**config.mk**
```make
export PLATFORM = sky130hd
export DESIGN_NAME = st_channel_filter_adapter
export DESIGN_NICKNAME = d
export VERILOG_FILES = /design/src/rtl/st_adapter_pkg.sv /design/src/rtl/st_skid_buffer.sv /design/src/rtl/st_channel_filter_adapter.sv
export SDC_FILE = /design/constraint.sdc
export NUM_CORES = 1
export LEC_CHECK = 0
export CAP_MARGIN = 20
export CORE_ASPECT_RATIO = 1.25
export CORE_MARGIN = 10
export CORE_UTILIZATION = 45
export CTS_CLUSTER_DIAMETER = 150
export DETAILED_ROUTE_END_ITERATION = 10
export PLACE_DENSITY_LB_ADDON = 0.12
export SLEW_MARGIN = 25
export SYNTH_ARGS = -nofsm -noshare
export SYNTH_HDL_FRONTEND = slang
export SYNTH_SLANG_ARGS = --single-unit
```
**constraint.sdc**
```tcl
create_clock -name clk -period 5.3 [get_ports clk]
set_input_delay 0.53 -clock clk [delete_from_list [all_inputs] [get_ports clk]]
set_output_delay 0.53 -clock clk [all_outputs]
set_load 0.05 [all_outputs]
```
**src/rtl/st_adapter_pkg.sv**
```systemverilog
// Shared encodings and helpers for the Avalon-ST channel filter adapter.
package st_adapter_pkg;

  localparam logic [1:0] ST_IDLE = 2'd0;
  localparam logic [1:0] ST_PASS = 2'd1;
  localparam logic [1:0] ST_DROP = 2'd2;

  // Width of the {data, channel, sop, eop} bundle carried by the skid buffer.
  function automatic int payload_w(input int data_w, input int out_ch_w);
    return data_w + out_ch_w + 2;
  endfunction

endpackage

```
**src/rtl/st_skid_buffer.sv**
```systemverilog
// Two-entry valid/ready skid buffer; in_ready is a register so the
// downstream ready never reaches the upstream ready combinationally.
module st_skid_buffer #(
  parameter int WIDTH = 8
) (
  input  logic             clk,
  input  logic             reset,
  input  logic             in_valid_i,
  output logic             in_ready_o,
  input  logic [WIDTH-1:0] in_data_i,
  output logic             out_valid_o,
  input  logic             out_ready_i,
  output logic [WIDTH-1:0] out_data_o
);

  logic             out_valid_q, out_valid_d;
  logic [WIDTH-1:0] out_data_q, out_data_d;
  logic             skid_valid_q, skid_valid_d;
  logic [WIDTH-1:0] skid_data_q, skid_data_d;
  logic             in_ready_q, in_ready_d;
  logic             in_fire_s;
  logic             out_free_s;

  // Next-state of the output entry, the skid entry and the registered ready.
  always_comb begin
    in_fire_s    = in_valid_i & in_ready_q;
    out_free_s   = ~out_valid_q | out_ready_i;
    out_valid_d  = out_valid_q;
    out_data_d   = out_data_q;
    skid_valid_d = skid_valid_q;
    skid_data_d  = skid_data_q;
    if (out_free_s) begin
      if (skid_valid_q) begin
        // in_ready is low whenever the skid entry is occupied, so no input here.
        out_valid_d  = 1'b1;
        out_data_d   = skid_data_q;
        skid_valid_d = 1'b0;
      end else begin
        out_valid_d = in_fire_s;
        out_data_d  = in_fire_s ? in_data_i : out_data_q;
      end
    end else begin
      if (in_fire_s) begin
        skid_valid_d = 1'b1;
        skid_data_d  = in_data_i;
      end else begin
        skid_valid_d = skid_valid_q;
      end
    end
    in_ready_d = ~skid_valid_d;
  end

  // Entry and ready registers.
  always_ff @(posedge clk) begin
    if (reset) begin
      out_valid_q  <= 1'b0;
      out_data_q   <= '0;
      skid_valid_q <= 1'b0;
      skid_data_q  <= '0;
      in_ready_q   <= 1'b0;
    end else begin
      out_valid_q  <= out_valid_d;
      out_data_q   <= out_data_d;
      skid_valid_q <= skid_valid_d;
      skid_data_q  <= skid_data_d;
      in_ready_q   <= in_ready_d;
    end
  end

  assign in_ready_o  = in_ready_q;
  assign out_valid_o = out_valid_q;
  assign out_data_o  = out_data_q;

endmodule

```
**src/rtl/st_channel_filter_adapter.sv**
```systemverilog
// Avalon-ST channel adapter: drops whole packets whose SOP channel exceeds
// MAX_CHANNEL and forwards the rest through a skid buffer.
module st_channel_filter_adapter
  import st_adapter_pkg::*;
#(
  parameter int DATA_W        = 8,
  parameter int IN_CHANNEL_W  = 8,
  parameter int OUT_CHANNEL_W = 1,
  parameter int MAX_CHANNEL   = 0,
  parameter int DROP_CNT_W    = 16
) (
  input  logic                     clk,
  input  logic                     reset,
  output logic                     in_ready,
  input  logic                     in_valid,
  input  logic [DATA_W-1:0]        in_data,
  input  logic [IN_CHANNEL_W-1:0]  in_channel,
  input  logic                     in_startofpacket,
  input  logic                     in_endofpacket,
  input  logic                     out_ready,
  output logic                     out_valid,
  output logic [DATA_W-1:0]        out_data,
  output logic [OUT_CHANNEL_W-1:0] out_channel,
  output logic                     out_startofpacket,
  output logic                     out_endofpacket,
  output logic [DROP_CNT_W-1:0]    drop_count,
  output logic                     orphan_err
);

  localparam int                      PW     = payload_w(DATA_W, OUT_CHANNEL_W);
  localparam logic [IN_CHANNEL_W-1:0] MAX_CH = IN_CHANNEL_W'(MAX_CHANNEL);
  localparam logic [DROP_CNT_W-1:0]   CNT_MAX = {DROP_CNT_W{1'b1}};

  logic [1:0]               state_q, state_d;
  logic [OUT_CHANNEL_W-1:0] chan_q, chan_d;
  logic [DROP_CNT_W-1:0]    drop_q, drop_d;
  logic                     orphan_q, orphan_d;
  logic                     accept_s;
  logic                     fwd_s;
  logic [OUT_CHANNEL_W-1:0] fwd_chan_s;
  logic [PW-1:0]            in_payload_s;
  logic [PW-1:0]            out_payload_s;

  // Packet filter: decides forward/discard per accepted beat.
  always_comb begin
    accept_s   = in_valid & in_ready;
    state_d    = state_q;
    chan_d     = chan_q;
    drop_d     = drop_q;
    orphan_d   = orphan_q;
    fwd_s      = 1'b0;
    fwd_chan_s = chan_q;
    if (accept_s) begin
      if (in_startofpacket) begin
        // Every SOP re-evaluates the channel, even inside an unterminated packet.
        if (in_channel <= MAX_CH) begin
          fwd_s      = 1'b1;
          chan_d     = in_channel[OUT_CHANNEL_W-1:0];
          fwd_chan_s = in_channel[OUT_CHANNEL_W-1:0];
          state_d    = in_endofpacket ? ST_IDLE : ST_PASS;
        end else begin
          if (drop_q != CNT_MAX) begin
            drop_d = drop_q + DROP_CNT_W'(1);
          end else begin
            drop_d = drop_q;
          end
          state_d = in_endofpacket ? ST_IDLE : ST_DROP;
        end
      end else begin
        case (state_q)
          ST_PASS: begin
            fwd_s   = 1'b1;
            state_d = in_endofpacket ? ST_IDLE : ST_PASS;
          end
          ST_DROP: begin
            state_d = in_endofpacket ? ST_IDLE : ST_DROP;
          end
          default: begin
            orphan_d = 1'b1;
            state_d  = ST_IDLE;
          end
        endcase
      end
    end else begin
      state_d = state_q;
    end
  end

  // Filter state, channel latch and status counters.
  always_ff @(posedge clk) begin
    if (reset) begin
      state_q  <= ST_IDLE;
      chan_q   <= '0;
      drop_q   <= '0;
      orphan_q <= 1'b0;
    end else begin
      state_q  <= state_d;
      chan_q   <= chan_d;
      drop_q   <= drop_d;
      orphan_q <= orphan_d;
    end
  end

  assign in_payload_s = {in_data, fwd_chan_s, in_startofpacket, in_endofpacket};

  st_skid_buffer #(
    .WIDTH (PW)
  ) u_skid (
    .clk         (clk),
    .reset       (reset),
    .in_valid_i  (fwd_s),
    .in_ready_o  (in_ready),
    .in_data_i   (in_payload_s),
    .out_valid_o (out_valid),
    .out_ready_i (out_ready),
    .out_data_o  (out_payload_s)
  );

  assign {out_data, out_channel, out_startofpacket, out_endofpacket} = out_payload_s;
  assign drop_count = drop_q;
  assign orphan_err = orphan_q;

endmodule

```
# Word-level counts from Yosys, hierarchy flattened
# Index checks and enable logic that the tools add are counted.
# op_classes
bitwise	9
n_reduce_logical	6
addsub	1
mux	17
eq_ne	3
order_cmp	1
# op_table
operator	count
two-way mux 11 bit	2
adder 16 x 1 -> 16 bit (second input constant)	1
inequality test 16 bit (second input constant)	1
two-way mux 1 bit	11
less-or-equal comparator 8 x 1 -> 1 bit (second input constant)	1
two-way mux 2 bit	3
inverter 1 bit	6
case mux 2 bit (2 select lines)	1
AND reduction 2 bit	2
AND reduction 4 bit	1
AND reduction 3 bit	1
bitwise AND 1 bit	2
== test 2 x 1 -> 1 bit (second input constant)	1
== test 2 bit (second input constant)	1
nonzero test 2 bit	1
OR reduction 2 bit	1
bitwise OR 1 bit	1
# word_totals
output_inout_bits	30
in_bits	22
elab_cells	46
ff_bits	45

# Longest topological paths before layout
# Gate-level depths: netlist (run 1).
# logic_depth
ltp_word	8
depth_mapped	9
mapped_depth_nobuf	7

# By module
# Synthesis (run 1) repeated with hierarchy kept, for this count alone.
# unflattened
cells_unflattened	252
hier_area_um2	2285.9
# modules_own_cells
mod	n_inst	area_each_um2	seq_area_each_um2	cells_each
st_channel_filter_adapter	1	1231.2	400.4	141
st_skid_buffer	1	1054.8	500.5	111

# Worst setup path before layout (run 1)
# OpenSTA, ideal clock, no wires.
# synth_timing
path_kind	reg-to-reg
from	register drop_q[0] (netlist: drop_count[0])
to	register drop_q[5] (netlist: drop_count[5])
arrival_ns	2.169
path_stages_with_launch	10
t_required_ns	5.172
path_slack_ns	3.004
period_less_slack_ns	2.296
setup_ns	0.128
n_path_buf	3
cell_sequence	dfxtp_1 ha_1 clkbuf_1 nand3_1 or4_1 buf_2 buf_6 nand4_1 xor2_1 nor2_1
# synth_via
elab_chain_cells	2
elab_cells_between_ends	3
classes_between	add/sub: 1; eq/ne: 1; reduce/logical: 1
# synth_lines
item	line_no	text
from (decl)	st_channel_filter_adapter.sv:36	logic [DROP_CNT_W-1:0] drop_q, drop_d;
from (signal assigned)	st_channel_filter_adapter.sv:99	drop_q <= drop_d;
branches (longest 2 deep; another with adder 16 x 1 -> 16 bit)	n/a	
# Several ways; the timed one is not identified.
# A chain may end at the register's enable or synchronous reset.

# Worst setup path after layout (run 1)
# layout_timing
from	input in_channel[0]
to	register u_skid.skid_data_q[7]
# layout_via
elab_chain_cells	6
# layout_lines
item	line_no	text
from (decl)	st_channel_filter_adapter.sv:17	input logic [IN_CHANNEL_W-1:0] in_channel,
less-or-equal comparator 8 x 1 -> 1 bit	st_channel_filter_adapter.sv:56	if (in_channel <= MAX_CH) begin
two-way mux 1 bit	st_channel_filter_adapter.sv:56	
two-way mux 1 bit	st_channel_filter_adapter.sv:54	if (in_startofpacket) begin
two-way mux 1 bit	st_channel_filter_adapter.sv:53	if (accept_s) begin
bitwise AND 1 bit	st_skid_buffer.sv:26	in_fire_s = in_valid_i & in_ready_q;
AND reduction 2 bit (no source line)	n/a	
to (signal assigned)	st_skid_buffer.sv:65	skid_data_q <= skid_data_d;
to (decl)	st_skid_buffer.sv:19	logic [WIDTH-1:0] skid_data_q, skid_data_d;
# No other way between the ends.

==> results.cfg, run 1 <==
[place]
place.gp.congestion = 0.7393
port_buffers = 51
dpl_cell_area_um2 = 2564
dpl.hpwl_mm = 3.371

[worst_setup_path]
reg2reg_depth = 6
critical_path_peak_fanout = 11
critPathKind = in2reg
setup.worst_path.start = in_channel[0]
endpoint_kind = register
start_kind = input port
cp.required_ps = 5470
rrSetupSlack_ps = 3130
r2r-end = drop_count[15]
crit_arrival_ps = 2560
reg2reg_from = drop_count[0]
cp-endpoint = u_skid.skid_data_q[7]

[layout]
mostFrequentLayoutCell = clkdlybuf4s50_1
area_growth_pct = 31.03
layout.nets = 293
design_area_um2 = 2658
drive_gt1_share_pct = 7.063
final_cell_mix = clkdlybuf4s50_1 (51), dfxtp_1 (45), nor2_1 (42), mux2i_1 (21)
diodes = 0

[global_route]
antenna_found_initial = 0
grt_max_degree = 46
overflow = 0
grt.total_usage_pct = 12.85
grt_pass1_wl_mm = 7.990
grt_pass1_vias = 1709

[power_and_ir_drop]
p_leak_uw = 0.0008571
total_power_uw = 595.5
peakVddDrop_uv = 141.5
power_density_nw_per_um2 = 224.1

[floorplan]
die_height_um = 95.06
coreArea_um2 = 4392
dieArea_um2 = 7609
ios = 52
fp.dieW_um = 80.05
start_util_pct = 46.18
rows = 27

[detailed_routing]
drt_iter0_markers = 96
antenna_left = 0
vias_per_cell = 5.239
drc_errors = 0
vias = 1713
dr.pass1.iters = 4
drt_wl_total_mm = 4.720
wl_per_cell_um = 14.43

[cts]
cts_made_buffers = 5
hold_buffers = 0
clock-sinks = 45
insertion_delay_ps = 290
cts-root-buf = clkbuf_8
cts_resized = 0
cts_setup_buffers = 0
htreeDepth = 2
clockBufferDepth = 2
cts_tree = yes
clk_transition_reported_paths_ps = 80

[sta]
tns_ps = 0
hold_viol_final = 0
fmax_mhz = 418.1
drv_slew = 0
finalClockSkew_ps = 5.235
max-slew-margin-rel_pct = 53.13
finalSetupViolCount = 0
worst_slew_pin_slew_ps = 702.1
post-route-period-util_pct = 45.13
finalCriticalPeriod_ps = 2392
grt_setup_unrepaired = no

[synthesis]
synth_flop_cell = dfxtp_1
synth_top_area_share_pct = 44.42
ys_top_cells_by_area = dfxtp_1 (44%), mux2i_1 (10%), nor2_1 (7.8%), xor2_1 (4.8%), a211oi_1 (3.7%)
syn_area_per_cell_um2 = 9.136
synth_seq_cells = 45
netlist_area_um2 = 2028
syn_inst = 222
async_flop_share_pct = 0
ys_seq_area_share_pct = 44.42
synth_edf_count = 0
syn_nets = 247
yosys_warnings = 0
synth_top_area_cell = dfxtp_1
synth.distinct_cells = 35

[flow_run]
cap_violations = 0

[status]
outcome = finished clean

[min_path]
hp-class = reg2reg
min_from = u_skid.skid_data_q[2]
## how the worst min path moves through the flow
| stage | endpoint | slack (ps) | depth (start not counted) |
|---|---|---|---|
| floorplan | u_skid.skid_data_q[2] | 450 | 2 |
| global placement | orphan_err | 460 | 2 |
| detailed placement | orphan_err | 460 | 2 |
| CTS | u_skid.skid_data_q[2] | 480 | 2 |
| global route | orphan_err | 500 | 2 |
| finish | u_skid.skid_data_q[2] | 480 | 2 |
## critical path, cell delays in order
cell	delay, ps
clkdlybuf4s50_1	460
nor4_4	430
a31oi_1	250
nor3_4	580
mux2i_1	260
nor2_1	50
## kinds of logic (layout without fill, tap and decap cells)
| family | after synthesis | after routing | share of synthesized area (%) |
|---|---|---|---|
| muxes | 21 | 21 | 10.36 |
| AOI/OAI and AO/OA | 28 | 28 | 9.192 |
| xor gates and xnor gates | 13 | 13 | 5.614 |
| adders and majority gates | 3 | 3 | 1.851 |
| buffers and inverters | 20 | 67 | 4.441 |
| DFF | 45 | 45 | 44.42 |
| and+or+nand+nor | 92 | 92 | 24.12 |
## sequential cells by signal, summed over array words and instances (netlist names)
register / cells
u_skid.skid_data_q: 11
state_q: 2
orphan_err: 1
drop_count: 16
chan_q: 1
u_skid.out_valid_o: 1
u_skid.out_data_o: 11
u_skid.skid_valid_q: 1
u_skid.in_ready_o: 1
## metrics by stage
step	setup slack [ps]	hold WS [ps]	utilization, %	std cells
final	2908	479.4	60.51	327
after floorplan	3004	450.3	-	222
after CTS	2640	478.3	60.37	327
after detailed placement	2330	464.2	58.38	319
after global placement	2424	456.9	58.38	319
after global routing	2742	504.1	60.51	327
## routing by layer
metal / track usage [%] / vias to the layer above / part of all wire, %
met5: 0 / - / 0
met4: 4.412 / 0 / 1.4
met3: 5.085 / 7 / 7.6
met2: 21.72 / 52 / 50
met1: 14.35 / 783 / 41
li1: - / 871 / -
## final cells by class
cell class              instances  area (um2)
well taps                      58       72.57
multi-input cells             157        1049
repair buffers                 53       525.5
flip-flops and latches         45       900.9
inverters                       6       22.52
clock buffers                   6       72.57
clock inverters                 2       15.01
fillers                       417        1734
## Yosys cell counts (2+ instances only)
master    number
nand3_1        7
o21ai_0        4
a211oi_1      10
or3_1          3
xnor2_1        2
inv_1          6
xor2_1        11
nand2b_1       2
dfxtp_1       45
nor4_4         2
nand4_1       11
nor2_1        42
ha_1           3
nand4_2        2
nor3b_1        2
mux2i_1       21
clkbuf_1       9
or4_1          2
nor3_1         4
a21oi_1        8
nor4_1         2
buf_2          3
nand2_1        9
## power by group
part	switching [uW]	internal (uW)	total (uW)	leakage, uW
Combinational	23.2	21.5	44.7	0.000457
Clock	117	93.0	210	0.0000374
Sequential	1.90	339	341	0.000363
No activity file was read; power rests on OpenSTA's default activity.
==> inputs of run 2 (changes only) <==
- CORE_UTILIZATION: 45 -> 44
- clock period: 5.3 -> 2 ns (I/O delays scaled with it)
==> results.cfg, run 2 (synthesis gave the netlist of run 1 again) <==
[global_route]
grt_pass1_wl_mm = 8.086
grt.total_usage_pct = 12.82
grt_max_degree = 22
grt_pass1_vias = 1771
antenna_found_initial = 0
overflow = 0

[cts]
insertion_delay_ps = 290
htreeDepth = 2
cts-root-buf = clkbuf_8
cts_setup_buffers = 0
cts_made_buffers = 5
clockBufferDepth = 2
cts_resized = 0
cts_tree = yes
clock-sinks = 45
hold_buffers = 0
clk_transition_reported_paths_ps = 80

[sta]
fmax_mhz = 551.0
hold_viol_final = 0
worst_slew_pin_slew_ps = 540.4
finalCriticalPeriod_ps = 1815
tns_ps = 0
post-route-period-util_pct = 90.75
max-slew-margin-rel_pct = 63.86
finalSetupViolCount = 0
drv_slew = 0
grt_setup_unrepaired = no
finalClockSkew_ps = 3.638

[place]
port_buffers = 51
placed_cells_incl_taps = 333
dpl.hpwl_mm = 3.572
place.gp.congestion = 0.7748

[worst_setup_path]
critPathSlowestCell = or4_1
critical_path_peak_fanout = 10
path_cells = nand4_1 -> or4_1 -> buf_4 -> nand4_1 -> xor2_1 -> nor2_1
rrSetupSlack_ps = 190
critPathKind = reg2reg
critPathMaxStageDelay_ps = 640
cp.required_ps = 2190
setup.worst_path.start = drop_count[12]
r2r-end = drop_count[9]
cp-endpoint = drop_count[9]
endpoint_kind = register
reg2reg_from = drop_count[12]
crit_arrival_ps = 2000
cp_common_cell = nand4_1
reg2reg_depth = 6
start_kind = register

[power_and_ir_drop]
p_leak_uw = 0.0009285
peakVddDrop_uv = 288.9
power_density_nw_per_um2 = 563.9

[floorplan]
fp.dieW_um = 80.73
coreArea_um2 = 4425
start_util_pct = 45.83
die_height_um = 95.91
dieArea_um2 = 7742
ios = 52
rows = 27

[flow_run]
cap_violations = 0

[detailed_routing]
drc_errors = 0
vias = 1751
vias_per_cell = 5.135
antenna_left = 0
drt_iter0_markers = 71
dr.pass1.iters = 4
drt_wl_total_mm = 4.689
wl_per_cell_um = 13.75

[min_path]
min_from = orphan_err
hp-class = reg2reg

[status]
outcome = finished clean

[layout]
final_cells = 341
mostFrequentLayoutCell = clkdlybuf4s50_1
largest_reg_flops = 16
drive_gt1_share_pct = 16.61
final_cell_mix = clkdlybuf4s50_1 (51), nor2_1 (42), dfxtp_1 (31), mux2i_1 (21), buf_4 (14)
area_growth_pct = 38.25
layout.nets = 307
diodes = 0
run 2: cell types whose count changed in the layout (fill, tap and decap cells not counted), sizes merged:
cell	previous run	this run
buf	2	16
run 2: worst max-delay path: cells and delay by family, from the launching register on:
family	cells	cell delay, ps
xor gates and xnor gates	1	150
buffers and inverters	1	220
DFF	1	380
and+or+nand+nor	4	950
run 2: metrics by stage:
| step | util [%] | total power (uW) | setup slack, ps | area, um2 | hold WS (ps) |
|---|---|---|---|---|---|
| 2_1_floorplan | - | 974.2 | 0.6664 | 2051 | 347.2 |
| 3_3_place_gp | 61.38 | 1051 | 48.39 | 2716 | 453.3 |
| 3_5_place_dp | 61.38 | 1051 | 8.079 | 2716 | 465.2 |
| 4_1_cts | 63.36 | 1605 | 163.2 | 2804 | 483.5 |
| 5_1_grt | 63.36 | 1650 | 1.499 | 2804 | 503.5 |
| 6_report | 63.36 | 1581 | 185.0 | 2804 | 474.5 |
run 2: where the power goes:
part / internal (uW) / total (uW) / switching [uW]
Sequential: 898 / 902 / 4.38
Combinational: 65.5 / 128 / 62.0
Clock: 246 / 552 / 306
run 2: area by class of cell:
type / count / area, um2
clock buffers: 6 / 72.57
clock inverters: 2 / 15.01
fillers: 390 / 1622
inverters: 6 / 22.52
multi-input cells: 157 / 1042
flip-flops and latches: 45 / 923.4
well taps: 58 / 72.57
repair buffers: 67 / 655.6
run 2: worst min path at each step:
stage                             to  slack [ps]  depth (start not counted)
6_report                  orphan_err         470                          2
5_1_grt        u_skid.skid_data_q[2]         500                          2
4_1_cts                   orphan_err         480                          2
3_5_place_dp              orphan_err         470                          2
3_3_place_gp              orphan_err         450                          2
2_1_floorplan  u_skid.skid_data_q[0]         350                          2
run 2: per-layer routing:
layer	part of all wire, %	GRT usage (%)	vias up
met5	0	0	-
met4	1.0	3.035	0
met2	52	23.47	40
met1	40	13.56	808
li1	-	-	897
met3	7.5	4.757	6
